$ cat config.mk
export PLATFORM = sky130hd
export DESIGN_NAME = demux1x2_router
export DESIGN_NICKNAME = d
export VERILOG_FILES = /design/src/rtl/demux1x2_router.sv
export SDC_FILE = /design/constraint.sdc
export NUM_CORES = 1
export LEC_CHECK = 0
export BUFFER_PORTS_ARGS = -buffer_cell sky130_fd_sc_hd__buf_2
export CAP_MARGIN = 20
export CORE_MARGIN = 2
export CORE_UTILIZATION = 40
export CTS_BUF_LIST = sky130_fd_sc_hd__clkbuf_2 sky130_fd_sc_hd__clkbuf_4 sky130_fd_sc_hd__clkbuf_8
export DETAILED_ROUTE_END_ITERATION = 8
export HOLD_SLACK_MARGIN = 0.12
export PLACE_DENSITY = 0.7
export SLEW_MARGIN = 20
export SYNTH_ARGS = -nofsm -noshare
export SYNTH_HDL_FRONTEND = slang
export SYNTH_SLANG_ARGS = --single-unit
$ cat constraint.sdc
create_clock -name clk -period 2.05 [get_ports clk]
set_input_delay 0.1025 -clock clk [delete_from_list [all_inputs] [get_ports clk]]
set_output_delay 0.1025 -clock clk [all_outputs]
set_load 0.005 [all_outputs]
$ cat src/rtl/demux1x2_router.sv
// demux1x2_router: steers one WIDTH-bit word stream into two FIFO'd channels.
// Ports: in_* producer side, a_*/b_* consumer sides with levels, stat_a/stat_b.
// Optional macro DEMUX1X2_STATS_EN builds the per-channel accept counters.

module demux1x2_fifo #(
  parameter int WIDTH = 16,
  parameter int DEPTH = 2,
  parameter int PW    = $clog2(DEPTH),
  parameter int LW    = $clog2(DEPTH) + 1
) (
  input  logic             clk,
  input  logic             rst_n,
  input  logic             push,
  input  logic [WIDTH-1:0] wdata,
  input  logic             pop_req,
  output logic [WIDTH-1:0] rdata,
  output logic             valid,
  output logic             full,
  output logic [LW-1:0]    level
);

  logic [WIDTH-1:0] mem [DEPTH];
  logic [PW-1:0]    wr_ptr;
  logic [PW-1:0]    rd_ptr;
  logic             pop;

  assign valid = (level != '0);
  assign full  = (level == LW'(DEPTH));
  assign rdata = mem[rd_ptr];

  // pop requests against an empty FIFO are ignored
  assign pop = pop_req & valid;

  always_ff @(posedge clk or negedge rst_n) begin
    if (!rst_n) begin
      for (int i = 0; i < DEPTH; i++) begin
        mem[i] <= '0;
      end
    end else if (push) begin
      mem[wr_ptr] <= wdata;
    end
  end

  always_ff @(posedge clk or negedge rst_n) begin
    if (!rst_n) begin
      wr_ptr <= '0;
      rd_ptr <= '0;
      level  <= '0;
    end else begin
      // DEPTH is a power of two, so natural overflow wraps the pointers
      if (push) wr_ptr <= wr_ptr + 1'b1;
      if (pop)  rd_ptr <= rd_ptr + 1'b1;
      unique case ({push, pop})
        2'b10:   level <= level + 1'b1;
        2'b01:   level <= level - 1'b1;
        default: level <= level;
      endcase
    end
  end

endmodule

module demux1x2_router #(
  parameter int WIDTH = 16,
  parameter int DEPTH = 2,
  parameter int LW    = $clog2(DEPTH) + 1
) (
  input  logic             clk,
  input  logic             rst_n,
  input  logic [WIDTH-1:0] in_data,
  input  logic             in_sel,
  input  logic             in_valid,
  output logic             in_ready,
  output logic [WIDTH-1:0] a_data,
  output logic             a_valid,
  input  logic             a_ready,
  output logic [WIDTH-1:0] b_data,
  output logic             b_valid,
  input  logic             b_ready,
  output logic [LW-1:0]    a_level,
  output logic [LW-1:0]    b_level,
  output logic [15:0]      stat_a,
  output logic [15:0]      stat_b
);

  logic a_full;
  logic b_full;
  logic a_push;
  logic b_push;

  // only the selected channel's fullness matters; consumer ready
  // never feeds back so a full FIFO refuses even while it pops
  assign in_ready = in_sel ? ~b_full : ~a_full;
  assign a_push   = in_valid & in_ready & ~in_sel;
  assign b_push   = in_valid & in_ready &  in_sel;

  demux1x2_fifo #(
    .WIDTH (WIDTH),
    .DEPTH (DEPTH)
  ) u_fifo_a (
    .clk     (clk),
    .rst_n   (rst_n),
    .push    (a_push),
    .wdata   (in_data),
    .pop_req (a_ready),
    .rdata   (a_data),
    .valid   (a_valid),
    .full    (a_full),
    .level   (a_level)
  );

  demux1x2_fifo #(
    .WIDTH (WIDTH),
    .DEPTH (DEPTH)
  ) u_fifo_b (
    .clk     (clk),
    .rst_n   (rst_n),
    .push    (b_push),
    .wdata   (in_data),
    .pop_req (b_ready),
    .rdata   (b_data),
    .valid   (b_valid),
    .full    (b_full),
    .level   (b_level)
  );

`ifdef DEMUX1X2_STATS_EN
  always_ff @(posedge clk or negedge rst_n) begin
    if (!rst_n) begin
      stat_a <= '0;
      stat_b <= '0;
    end else begin
      if (a_push) stat_a <= stat_a + 16'd1;
      if (b_push) stat_b <= stat_b + 16'd1;
    end
  end
`else
  assign stat_a = 16'h0000;
  assign stat_b = 16'h0000;
`endif

endmodule
==> run summary, run 1 <==
RUN STATUS
-------------------------------------------------------------------------------------------
Outcome                                                                        complete, no violations

STA
-------------------------------------------------------------------------------------------
Max Fclk                                                                            603 MHz
RSZ-0062 raised after global routing                                                     no
Max-Slew Margin vs Limit                                                              0.370
Post-route setup slack                                                               391 ps
Setup skew after layout                                                             8.91 ps
Setup_tns                                                                              0 ps
Post-route worst hold slack                                                          169 ps
Final setup fails                                                                         0
Final number of max-transition violations                                                 0
Fin crit share                                                                        0.809
Period minus WS final                                                               1660 ps
Transition at the pin with the smallest max-transition slack                         945 ps
Count of final hold-check violations                                                      0

FLOORPLANNING
-------------------------------------------------------------------------------------------
Overall die width                                                                   97.9 um
I/O Pins                                                                                 93
Chip height                                                                         97.9 um
Std-Cell Rows                                                                            34
Core area                                                                          8640 um2
Initial Util                                                                          0.408
Area enclosed by the die boundary                                                  9580 um2

ROUTING
-------------------------------------------------------------------------------------------
Number of design-rule violations left by the first detailed-router iteration             42
Antenna Nets Post-Route                                                                   0
Post-detailed-route DRC marker count                                                      0
Routed WL per cell                                                                  15.0 um
Routed vias                                                                            2034
Number of vias per cell after detailed routing                                         4.65
First-pass iteration count of the detailed router                                         4
Final wirelength                                                                    6.55 mm

GLOBAL ROUTING
-------------------------------------------------------------------------------------------
Number of antenna violations at the first check in global routing                         0
Gr busiest metal                                                                       met2
GR Util All Layers                                                                    0.145
Number of global-route vias before repair                                              2124
Grt met1 use                                                                          0.180
GR Layer Usage met2                                                                   0.244
Wire length of the first global-routing pass                                        10.9 mm
Maximum number of pins on one net before global-route repair                             73
Met3 track utilization from global routing                                           0.0515
Overflow after GRT                                                                        0

JOB
-------------------------------------------------------------------------------------------
Number of violations of the max-capacitance limit                                         0

SETUP PATH
-------------------------------------------------------------------------------------------
Data required time of the worst path                                                1950 ps
Startpoint class of the critical path                                                  flop
Cells along the critical path                                                  buf_4 -> mux2_2 -> buf_2
Crit path kind                                                                 flop to primary output
Worst path arrival time                                                             1560 ps
Worst Setup End Kind                                                           primary output
Highest cell delay on the worst timing path                                          440 ps
Worst-case register-to-register setup slack                                          400 ps
Maximum net fanout on the critical path                                                  14
Crit-path slowest cell                                                              dfrtp_1

PLACED DESIGN
-------------------------------------------------------------------------------------------
Post-placement cell area                                                           3800 um2
Worst Setup Slack post-DPL                                                           399 ps
Detailed placer's ending HPWL                                                       4.46 mm
Final GP Congestion                                                                   0.685
Buffers added on ports                                                                   60

SYNTH
-------------------------------------------------------------------------------------------
Flops & latches, synth                                                                   72
Yosys warning count                                                                       0
Top-area cell type share of the netlist area                                          0.511
Number of distinct library cells after synthesis                                         27
Number of instances in the synthesized netlist                                          241
Sequential-to-total area share from yosys stat                                        0.511
Main area contributors after synthesis                                         dfrtp_1, mux2_2, buf_4, mux2_4, xnor2_1
Library cell occupying the most area in the post-synthesis netlist                  dfrtp_1
Total standard cell area after synthesis                                           3530 um2
Post-synthesis average cell area                                                   14.6 um2

CLOCK NETWORK
-------------------------------------------------------------------------------------------
Maximum buffer depth of the clock tree                                                    2
Clock latency at the later pin of the worst-skew pair                                330 ps
Number of buffers created by CTS                                                          9
Number of clock sinks seen by CTS                                                        72
Clock tree from TritonCTS                                                               yes
Count of instances resized after the clock tree is built                                  0
Clock transition at the registers of the reported paths                               70 ps
H-Tree Depth                                                                              3
Post CTS Setup Buffer Count                                                               0
Clock root cell                                                                    clkbuf_8

FINAL LAYOUT
-------------------------------------------------------------------------------------------
N_diodes                                                                                  0
Net count of the finished layout                                                        350
Area growth from synthesis to layout                                                  18.0%
Share of post-route cells with drive strength above 1                                 0.556
Fill cell instance count of the final layout                                            775
Non-Filler Cell Area, Final                                                        4160 um2

POWER
-------------------------------------------------------------------------------------------
Max rail drop VDD                                                                  0.901 mV
Total power per unit cell area                                                  1510 nW/um2
Cell leakage power                                                                  1.94 nW

WORST HOLD PATH
-------------------------------------------------------------------------------------------
Class of the most critical hold timing path                                    input pin to flop

through the flow:
| step | power [mW] | cells | utilization |
|---|---|---|---|
| after floorplan | 4.40 | 272 | - |
| after global placement | 5.24 | 404 | 0.440 |
| after detailed placement | 5.34 | 404 | 0.440 |
| after CTS | 6.38 | 437 | 0.482 |
| after global routing | 6.73 | 437 | 0.482 |
| final | 6.26 | 437 | 0.482 |
cells by family (layout without fill, tap and decap cells):
group / count (synthesis) / count (layout) / synth area share
multiplexers: 96 / 96 / 0.319
flip-flops: 72 / 72 / 0.511
buffers and inverters: 42 / 99 / 0.0912
AND/OR/NAND/NOR: 17 / 17 / 0.0440
XOR/XNOR: 10 / 10 / 0.0248
adder cells (fa/ha/maj): 2 / 2 / 0.00710
other: 1 / 32 / 0.00106
AO/OA/AOI/OAI: 1 / 1 / 0.00142
cells in the final DEF, fill, tap and decap left out:
master	n
dlygate4sd3_1	19
dfrtp_1	72
nand2_2	1
clkbuf_4	3
nand3b_1	1
buf_4	7
buf_2	59
xor2_1	4
nand4b_4	1
conb_1	32
nand4_4	1
clkbuf_8	10
nand2b_1	1
xnor2_1	6
nor3_4	1
mux2_2	84
and4bb_1	1
or2_2	2
nor2b_1	1
nand3_1	1
nor2_1	3
a21oi_1	1
mux2_4	12
and2_1	2
nand2b_4	1
clkinv_2	1
ha_1	2
worst max-delay path: cells and delay by family (launching register included):
| kind | cells | cell delay [ps] |
|---|---|---|
| DFF | 1 | 440 |
| muxes | 1 | 380 |
| buffers and inverters | 2 | 410 |
report_power, final:
part | internal [mW] | switching [mW] | leakage, nW | total (mW)
Clock | 0.499 | 0.471 | 0.0896 | 0.970
Combinational | 1.69 | 1.04 | 0.991 | 2.73
Sequential | 2.15 | 0.413 | 0.854 | 2.57
cells in the mapped netlist:
library cell and n:
a21oi_1 1, and2_1 2, and4bb_1 1, buf_12 1
buf_2 3, buf_4 32, buf_6 3, clkbuf_1 2
clkbuf_2 1, conb_1 1, dfrtp_1 72, ha_1 2
mux2_2 84, mux2_4 12, nand2_2 1, nand2b_1 1
nand2b_4 1, nand3_1 1, nand3b_1 1, nand4_4 1
nand4b_4 1, nor2_1 3, nor2b_1 1, nor3_4 1
or2_2 2, xnor2_1 6, xor2_1 4
flip-flops by register name, indices dropped and copies added (netlist names):
signal and flops:
u_fifo_a.mem 32, u_fifo_b.mem 32, u_fifo_a.level 2, u_fifo_b.level 2
u_fifo_a.rd_ptr 1, u_fifo_a.wr_ptr 1, u_fifo_b.rd_ptr 1, u_fifo_b.wr_ptr 1
path summary, 6_finish.rpt:
check,startpoint,to,cells past startpoint
max in group asynchronous,rst_n,u_fifo_b.rd_ptr,2
worst min-delay path,in_sel,u_fifo_b.wr_ptr,3
worst max-delay path,u_fifo_a.rd_ptr,a_data[5],3
min in group asynchronous,rst_n,u_fifo_b.mem[12],2
worst min register to register,u_fifo_b.mem[9],u_fifo_b.mem[9],1
worst max register to register,u_fifo_b.level[0],u_fifo_b.level[1],5
what timing repair did:
action / 4_1_cts / 5_1_grt
endpoints found under the setup margin: 0 / 0
endpoints found under the hold margin: 138 / 0
hold buffers: 19 / 0
per-layer routing:
metal	wire [um]	vias up	share of wire
met5	0	-	0
met1	2860	1018	0.44
li1	-	948	-
met3	354	4	0.054
met2	3300	64	0.50
met4	41	0	0.0063
layout make-up:
class / instances / area (um2) / share of cell area
timing repair buffer: 85 / 538 / 0.129
clock inverter: 1 / 5.00 / 0.00120
tap: 108 / 135 / 0.0325
sequential: 72 / 1800 / 0.433
multi-input combinational: 158 / 1520 / 0.365
clock buffer: 13 / 160 / 0.0385
(Power assumes the default switching activity.)
==> run 2, diff against run 1 <==
Clock period 2.05 ns to 1.6 ns, I/O delays scaled along.
==> run 2 against run 1 <==
Against the previous run: critical path depth up 3; design area up 2.7%; register-to-register slack worse by 350 ps; final cell count up 1.6%; global-route usage down 0.34 points; die area unchanged; count of clock-buffer cells in the layout unchanged; combinational power up 36%; total power up 31%; routed wire length up 0.53%; worst setup slack worse by 340 ps; sequential share of layout area down 1.1 points; largest power group unchanged.
==> run summary, run 2 (synthesis gave the netlist of run 1 again) <==
STA
-------------------------------------------------------------------------------------------
Final setup fails                                                                         0   unchanged
Final number of max-transition violations                                                 0   unchanged
Setup skew after layout                                                             5.52 ps   -3.38 ps
RSZ-0062 raised after global routing                                                    yes
Fin crit share                                                                        0.970
Count of final hold-check violations                                                      0   unchanged
Period minus WS final                                                               1550 ps
Setup_tns                                                                              0 ps   unchanged
Max Fclk                                                                            644 MHz

GLOBAL ROUTING
-------------------------------------------------------------------------------------------
Number of antenna violations at the first check in global routing                         0   unchanged
Maximum number of pins on one net before global-route repair                             45   -38%
Wire length of the first global-routing pass                                        10.6 mm   -2.4%
Number of global-route vias before repair                                              2049   -3.5%
Overflow after GRT                                                                        0   unchanged
GR Util All Layers                                                                    0.142   -0.00343

POWER
-------------------------------------------------------------------------------------------
Logic gate share of total power                                                       0.452   +0.017
Total power per unit cell area                                                  1920 nW/um2   +28%
Cell leakage power                                                                  1.99 nW   +2.6%
Net switching power figure                                                          2.50 mW   +30%
Internal Dissipation                                                                5.71 mW   +32%
Max rail drop VDD                                                                  0.947 mV   +5.2%
Clk network pwr share                                                                 0.151   -0.004
Sw Ratio                                                                              0.304   -0.00290
Sequential share of power                                                             0.397   -0.013

FLOORPLANNING
-------------------------------------------------------------------------------------------
Chip height                                                                         97.9 um   unchanged
Area enclosed by the die boundary                                                  9580 um2   unchanged
Std-Cell Rows                                                                            34   unchanged
I/O Pins                                                                                 93   unchanged
Initial Util                                                                          0.408   unchanged
Core area                                                                          8640 um2   unchanged
Overall die width                                                                   97.9 um   unchanged

FINAL LAYOUT
-------------------------------------------------------------------------------------------
Most common library cell in the layout ignoring fill and taps                        mux2_2
Biggest regs                                                                   u_fifo_a.mem (32), u_fifo_b.mem (32)
Final core utilization                                                                0.495   +0.0132
Net count of the finished layout                                                        357   +2.0%
N_diodes                                                                                  0   unchanged
Commonest cells after routing, fill and taps aside                             mux2_2, dfrtp_1, buf_2
Area growth from synthesis to layout                                                  21.2%
Share of post-route cells with drive strength above 1                                 0.580   +0.0241

SETUP PATH
-------------------------------------------------------------------------------------------
Length in cells of the worst reg-to-reg path                                              6   +1
FF-to-FF Start                                                                 u_fifo_b.level[0]
Highest cell delay on the worst timing path                                          400 ps   -40 ps
Cells along the critical path                                                  or2_2 -> and2_1 -> ha_4 -> xnor2_1 -> nor2_2 -> xor2_1
Worst Setup End Kind                                                                   flop
Worst path arrival time                                                             1770 ps   +210 ps
Crit path kind                                                                 flop to flop
Worst-case register-to-register setup slack                                           50 ps   -350 ps
Data required time of the worst path                                                1820 ps   -130 ps
Crit-path slowest cell                                                              dfrtp_1
Startpoint class of the critical path                                                  flop
Destination of the worst register-to-register timing path                      u_fifo_b.level[1]
Maximum net fanout on the critical path                                                   3   -11

WORST HOLD PATH
-------------------------------------------------------------------------------------------
Count of cells along the worst hold path                                                  3   unchanged
Class of the most critical hold timing path                                    input pin to flop
Worst Hold Launch                                                                    in_sel
Hold Crit Endpoint                                                             u_fifo_b.wr_ptr

PLACED DESIGN
-------------------------------------------------------------------------------------------
Detailed placer's ending HPWL                                                       4.44 mm   -0.44%
Final GP Congestion                                                                   0.674   -1.6%
Buffers added on ports                                                                   60   unchanged

JOB
-------------------------------------------------------------------------------------------
Number of violations of the max-capacitance limit                                         0   unchanged

CLOCK NETWORK
-------------------------------------------------------------------------------------------
Maximum buffer depth of the clock tree                                                    2   unchanged
Clock root cell                                                                    clkbuf_8
Number of buffers created by CTS                                                          9   unchanged
Clock transition at the registers of the reported paths                               70 ps   about the same
Number of clock sinks seen by CTS                                                        72   unchanged
Clock latency at the later pin of the worst-skew pair                                330 ps   about the same
Clock tree from TritonCTS                                                               yes
H-Tree Depth                                                                              3   unchanged

ROUTING
-------------------------------------------------------------------------------------------
Final wirelength                                                                    6.59 mm   +0.53%
Routed vias                                                                            2065   +1.5%
First-pass iteration count of the detailed router                                         4   unchanged
Number of vias per cell after detailed routing                                         4.65   about the same
Number of design-rule violations left by the first detailed-router iteration             47   +12%
Antenna Nets Post-Route                                                                   0   unchanged
Routed WL per cell                                                                  14.8 um   -1.1%
Post-detailed-route DRC marker count                                                      0   unchanged

RUN STATUS
-------------------------------------------------------------------------------------------
Outcome                                                                        complete, no violations

[run 2: area by class of cell]
cell class / instances / area [um2]
timing repair buffer: 92 / 628
multi-input combinational: 158 / 1540
sequential: 72 / 1800
clock inverter: 1 / 5.00
tap: 108 / 135
fill: 779 / 4360
clock buffer: 13 / 160
[run 2: critical path, delay by kind of cell (launching register included)]
| family | cells | cell delay, ps |
|---|---|---|
| XOR/XNOR | 2 | 300 |
| flip-flops | 1 | 400 |
| adder cells (fa/ha/maj) | 1 | 180 |
| AND/OR/NAND/NOR | 3 | 560 |
[run 2: stage by stage]
step	area, um2	hold slack, ps	setup slack, ps	std cells	power [mW]
3_5_place_dp	3870	32.4	-28.1	409	6.93
2_1_floorplan	3640	-216	40.1	272	5.63
4_1_cts	4230	121	3.43	443	8.27
6_report	4270	142	48.1	444	8.21
3_3_place_gp	3870	26.6	55.4	409	6.81
5_1_grt	4270	154	-47.9	444	8.79
[run 2: per-layer routing]
layer  part of all wire  vias up  track usage
li1                   -      954            -
met1               0.45     1041        0.193
met2               0.49       64        0.221
met3              0.050        6       0.0487
met4             0.0077        0       0.0321
met5                  0        -            0
[run 2: worst max path at each step]
| stage | start | end | slack [ps] |
|---|---|---|---|
| floorplan | u_fifo_a.level[1] | u_fifo_a.level[1] | 40 |
| global placement | u_fifo_b.level[1] | u_fifo_b.level[1] | 60 |
| detailed placement | u_fifo_b.level[1] | u_fifo_b.level[1] | -30 |
| CTS | u_fifo_b.level[0] | u_fifo_b.level[1] | 3 |
| global route | u_fifo_b.level[0] | u_fifo_b.level[1] | -50 |
| finish | u_fifo_b.level[0] | u_fifo_b.level[1] | 50 |
[run 2: power groups by stage]
stage	Clock [mW]	Combinational [mW]	Sequential, mW
floorplan	0	2.48	3.16
global placement	0	3.57	3.24
detailed placement	0	3.64	3.29
CTS	1.28	3.73	3.26
global route	1.35	4.05	3.39
finish	1.24	3.71	3.26
[run 2: timing repair]
action | CTS | global route
gates resized for setup | 1 | 4
setup endpoints to repair | 15 | 18
buffers inserted | 1 | 1
hold buffers | 19 | 0
pin swaps | 2 | 4
hold endpoints to repair | 138 | 0
==> run 3, diff against run 2 <==
Settings changed: CORE_MARGIN 2 to 3.
==> run 3 against run 2 <==
Against the previous run: clock skew is 3.9 ps higher; first-iteration DRC count grew 28%; die area up 4.1%; total power up 7.4%; final cell count is 0.45% higher; worst setup slack better by 20 ps; clock power up 43%; routed wire length rose by 1.0%; register-to-register slack better by 20 ps; sequential share of layout area shrank 1.1 points; global-route usage fell by 0.13 points; critical endpoint unchanged; largest cell class unchanged; largest power group unchanged.
==> run summary, run 3 (synthesis gave the netlist of run 1 again) <==
RUN STATUS
-------------------------------------------------------------------------------------------
Outcome                                                                        complete, no violations

FINAL LAYOUT
-------------------------------------------------------------------------------------------
Commonest cells after routing, fill and taps aside                             mux2_2, dfrtp_1, buf_2
Area growth from synthesis to layout                                                  24.5%
Most common library cell in the layout ignoring fill and taps                        mux2_2
Biggest regs                                                                   u_fifo_a.mem (32), u_fifo_b.mem (32)
N_diodes                                                                                  0   unchanged
Final core utilization                                                                0.524   +0.0289
Net count of the finished layout                                                        360   +0.84%
Share of post-route cells with drive strength above 1                                 0.592   +0.0120

FLOORPLANNING
-------------------------------------------------------------------------------------------
Core area                                                                          8380 um2   -2.9%
Chip height                                                                         99.9 um   +2.0%
I/O Pins                                                                                 93   unchanged
Std-Cell Rows                                                                            33   -2.9%
Initial Util                                                                          0.421   +0.0124
Area enclosed by the die boundary                                                  9980 um2   +4.1%
Overall die width                                                                   99.9 um   +2.0%

CLOCK NETWORK
-------------------------------------------------------------------------------------------
Clock transition at the registers of the reported paths                               80 ps   about the same
Clock tree from TritonCTS                                                               yes
Clock latency at the later pin of the worst-skew pair                                340 ps   about the same
H-Tree Depth                                                                              3   unchanged
Number of buffers created by CTS                                                          9   unchanged
Number of clock sinks seen by CTS                                                        72   unchanged
Maximum buffer depth of the clock tree                                                    2   unchanged
Clock root cell                                                                    clkbuf_8

ROUTING
-------------------------------------------------------------------------------------------
Post-detailed-route DRC marker count                                                      0   unchanged
Number of design-rule violations left by the first detailed-router iteration             60   +28%
Routed vias                                                                            2063   -0.097%
Met3 Routed Length                                                                   393 um   +21%
Amount of wire on met2 after detailed routing                                       3.34 mm   +3.8%
First-pass iteration count of the detailed router                                         3   -1
Antenna Nets Post-Route                                                                   0   unchanged
Number of vias per cell after detailed routing                                         4.63   -0.54%
Routed WL per cell                                                                  14.9 um   +0.58%
Final wirelength                                                                    6.65 mm   +1.0%
DR top layer                                                                           met4
Detailed-routing wirelength on met1                                                 2.86 mm   -4.3%

STA
-------------------------------------------------------------------------------------------
Setup_tns                                                                              0 ps   unchanged
Post-route worst hold slack                                                          160 ps   +17.5 ps
Count of final hold-check violations                                                      0   unchanged
Max Fclk                                                                            653 MHz   +1.3%
Fin crit share                                                                        0.957   -0.0126
Final number of max-transition violations                                                 0   unchanged
Period minus WS final                                                               1530 ps   -20.2 ps
Setup skew after layout                                                             9.39 ps   +3.87 ps
Final setup fails                                                                         0   unchanged

PLACED DESIGN
-------------------------------------------------------------------------------------------
Detailed placer's ending HPWL                                                       4.52 mm   +2.0%
Final GP Congestion                                                                   0.693   +2.8%
Buffers added on ports                                                                   60   unchanged

SETUP PATH
-------------------------------------------------------------------------------------------
Maximum net fanout on the critical path                                                   4   +1
Crit path kind                                                                 flop to flop
Data required time of the worst path                                                1840 ps   +20 ps
Worst path arrival time                                                             1770 ps   about the same
Worst Setup End Kind                                                                   flop
Startpoint class of the critical path                                                  flop

POWER
-------------------------------------------------------------------------------------------
Total power per unit cell area                                                  2010 nW/um2   +4.5%
Cell leakage power                                                                  2.05 nW   +3.1%
Max rail drop VDD                                                                   1.13 mV   +19%

JOB
-------------------------------------------------------------------------------------------
Number of violations of the max-capacitance limit                                         0   unchanged

GLOBAL ROUTING
-------------------------------------------------------------------------------------------
GR Util All Layers                                                                    0.141   -0.00130
Wire length of the first global-routing pass                                        10.9 mm   +2.4%
Overflow after GRT                                                                        0   unchanged
Number of antenna violations at the first check in global routing                         0   unchanged
Maximum number of pins on one net before global-route repair                             41   -8.9%
Number of global-route vias before repair                                              2133   +4.1%

WORST HOLD PATH
-------------------------------------------------------------------------------------------
Class of the most critical hold timing path                                    input pin to flop

run 3: cell count changes in the layout (fill, tap and decap cells not counted), moves of 2 or more:
cell | previous run | this run
bufinv_16 | 0 | 3
mux2_4 | 12 | 14
mux2_2 | 84 | 82
clkbuf_4 | 3 | 1
buf_4 | 11 | 14
run 3: through the flow:
step / power, mW / worst slack, ps / area [um2] / std cells
3_3_place_gp: 6.81 / 51.4 / 3870 / 407
4_1_cts: 8.79 / 23.5 / 4330 / 444
3_5_place_dp: 6.93 / -12.4 / 3870 / 407
6_report: 8.82 / 68.3 / 4390 / 446
2_1_floorplan: 5.63 / 40.1 / 3640 / 272
5_1_grt: 9.45 / -13.0 / 4390 / 446
run 3: final cells by class:
cell class,instances,area (um2)
clock inverter,5,104
sequential,72,1800
timing repair buffer,95,641
clock buffer,11,145
multi-input combinational,158,1570
fill,737,3990
tap,105,131
run 3: repair_timing:
action                                 4_1_cts  5_1_grt
resized for setup                            1       10
setup endpoints to repair                    1        2
endpoints found under the hold margin      139        0
pin swaps                                    1        3
hold buffers                                20        0
buffers inserted                             1        2
run 3: final timing paths:
kind	slack, ps	start	endpoint	cells after the start
max	70	u_fifo_b.level[0]	u_fifo_b.level[1]	6
min	160	in_valid	u_fifo_a.wr_ptr	3
max reg2reg	70	u_fifo_b.level[0]	u_fifo_b.level[1]	6
min reg2reg	500	u_fifo_a.mem[13]	u_fifo_a.mem[13]	1
max in group asynchronous	810	rst_n	u_fifo_a.mem[5]	3
min in group asynchronous	220	rst_n	u_fifo_a.mem[27]	2
run 3: power by group:
group	switching [mW]	internal, mW	leakage [nW]
clock network	0.673	1.10	0.127
registers	0.473	2.76	0.854
logic	1.44	2.38	1.07
run 3: layer usage:
layer	GRT usage	up-vias
met4	0.0410	0
met3	0.0452	8
li1	-	958
met1	0.184	1035
met5	0	-
met2	0.224	62
run 3: critical path, cell delays in order (launching register included):
cell	delay (ps)
dfrtp_1	430
or2_2	310
and2_4	180
ha_4	160
xnor2_1	160
nor2_2	50
xor2_1	130
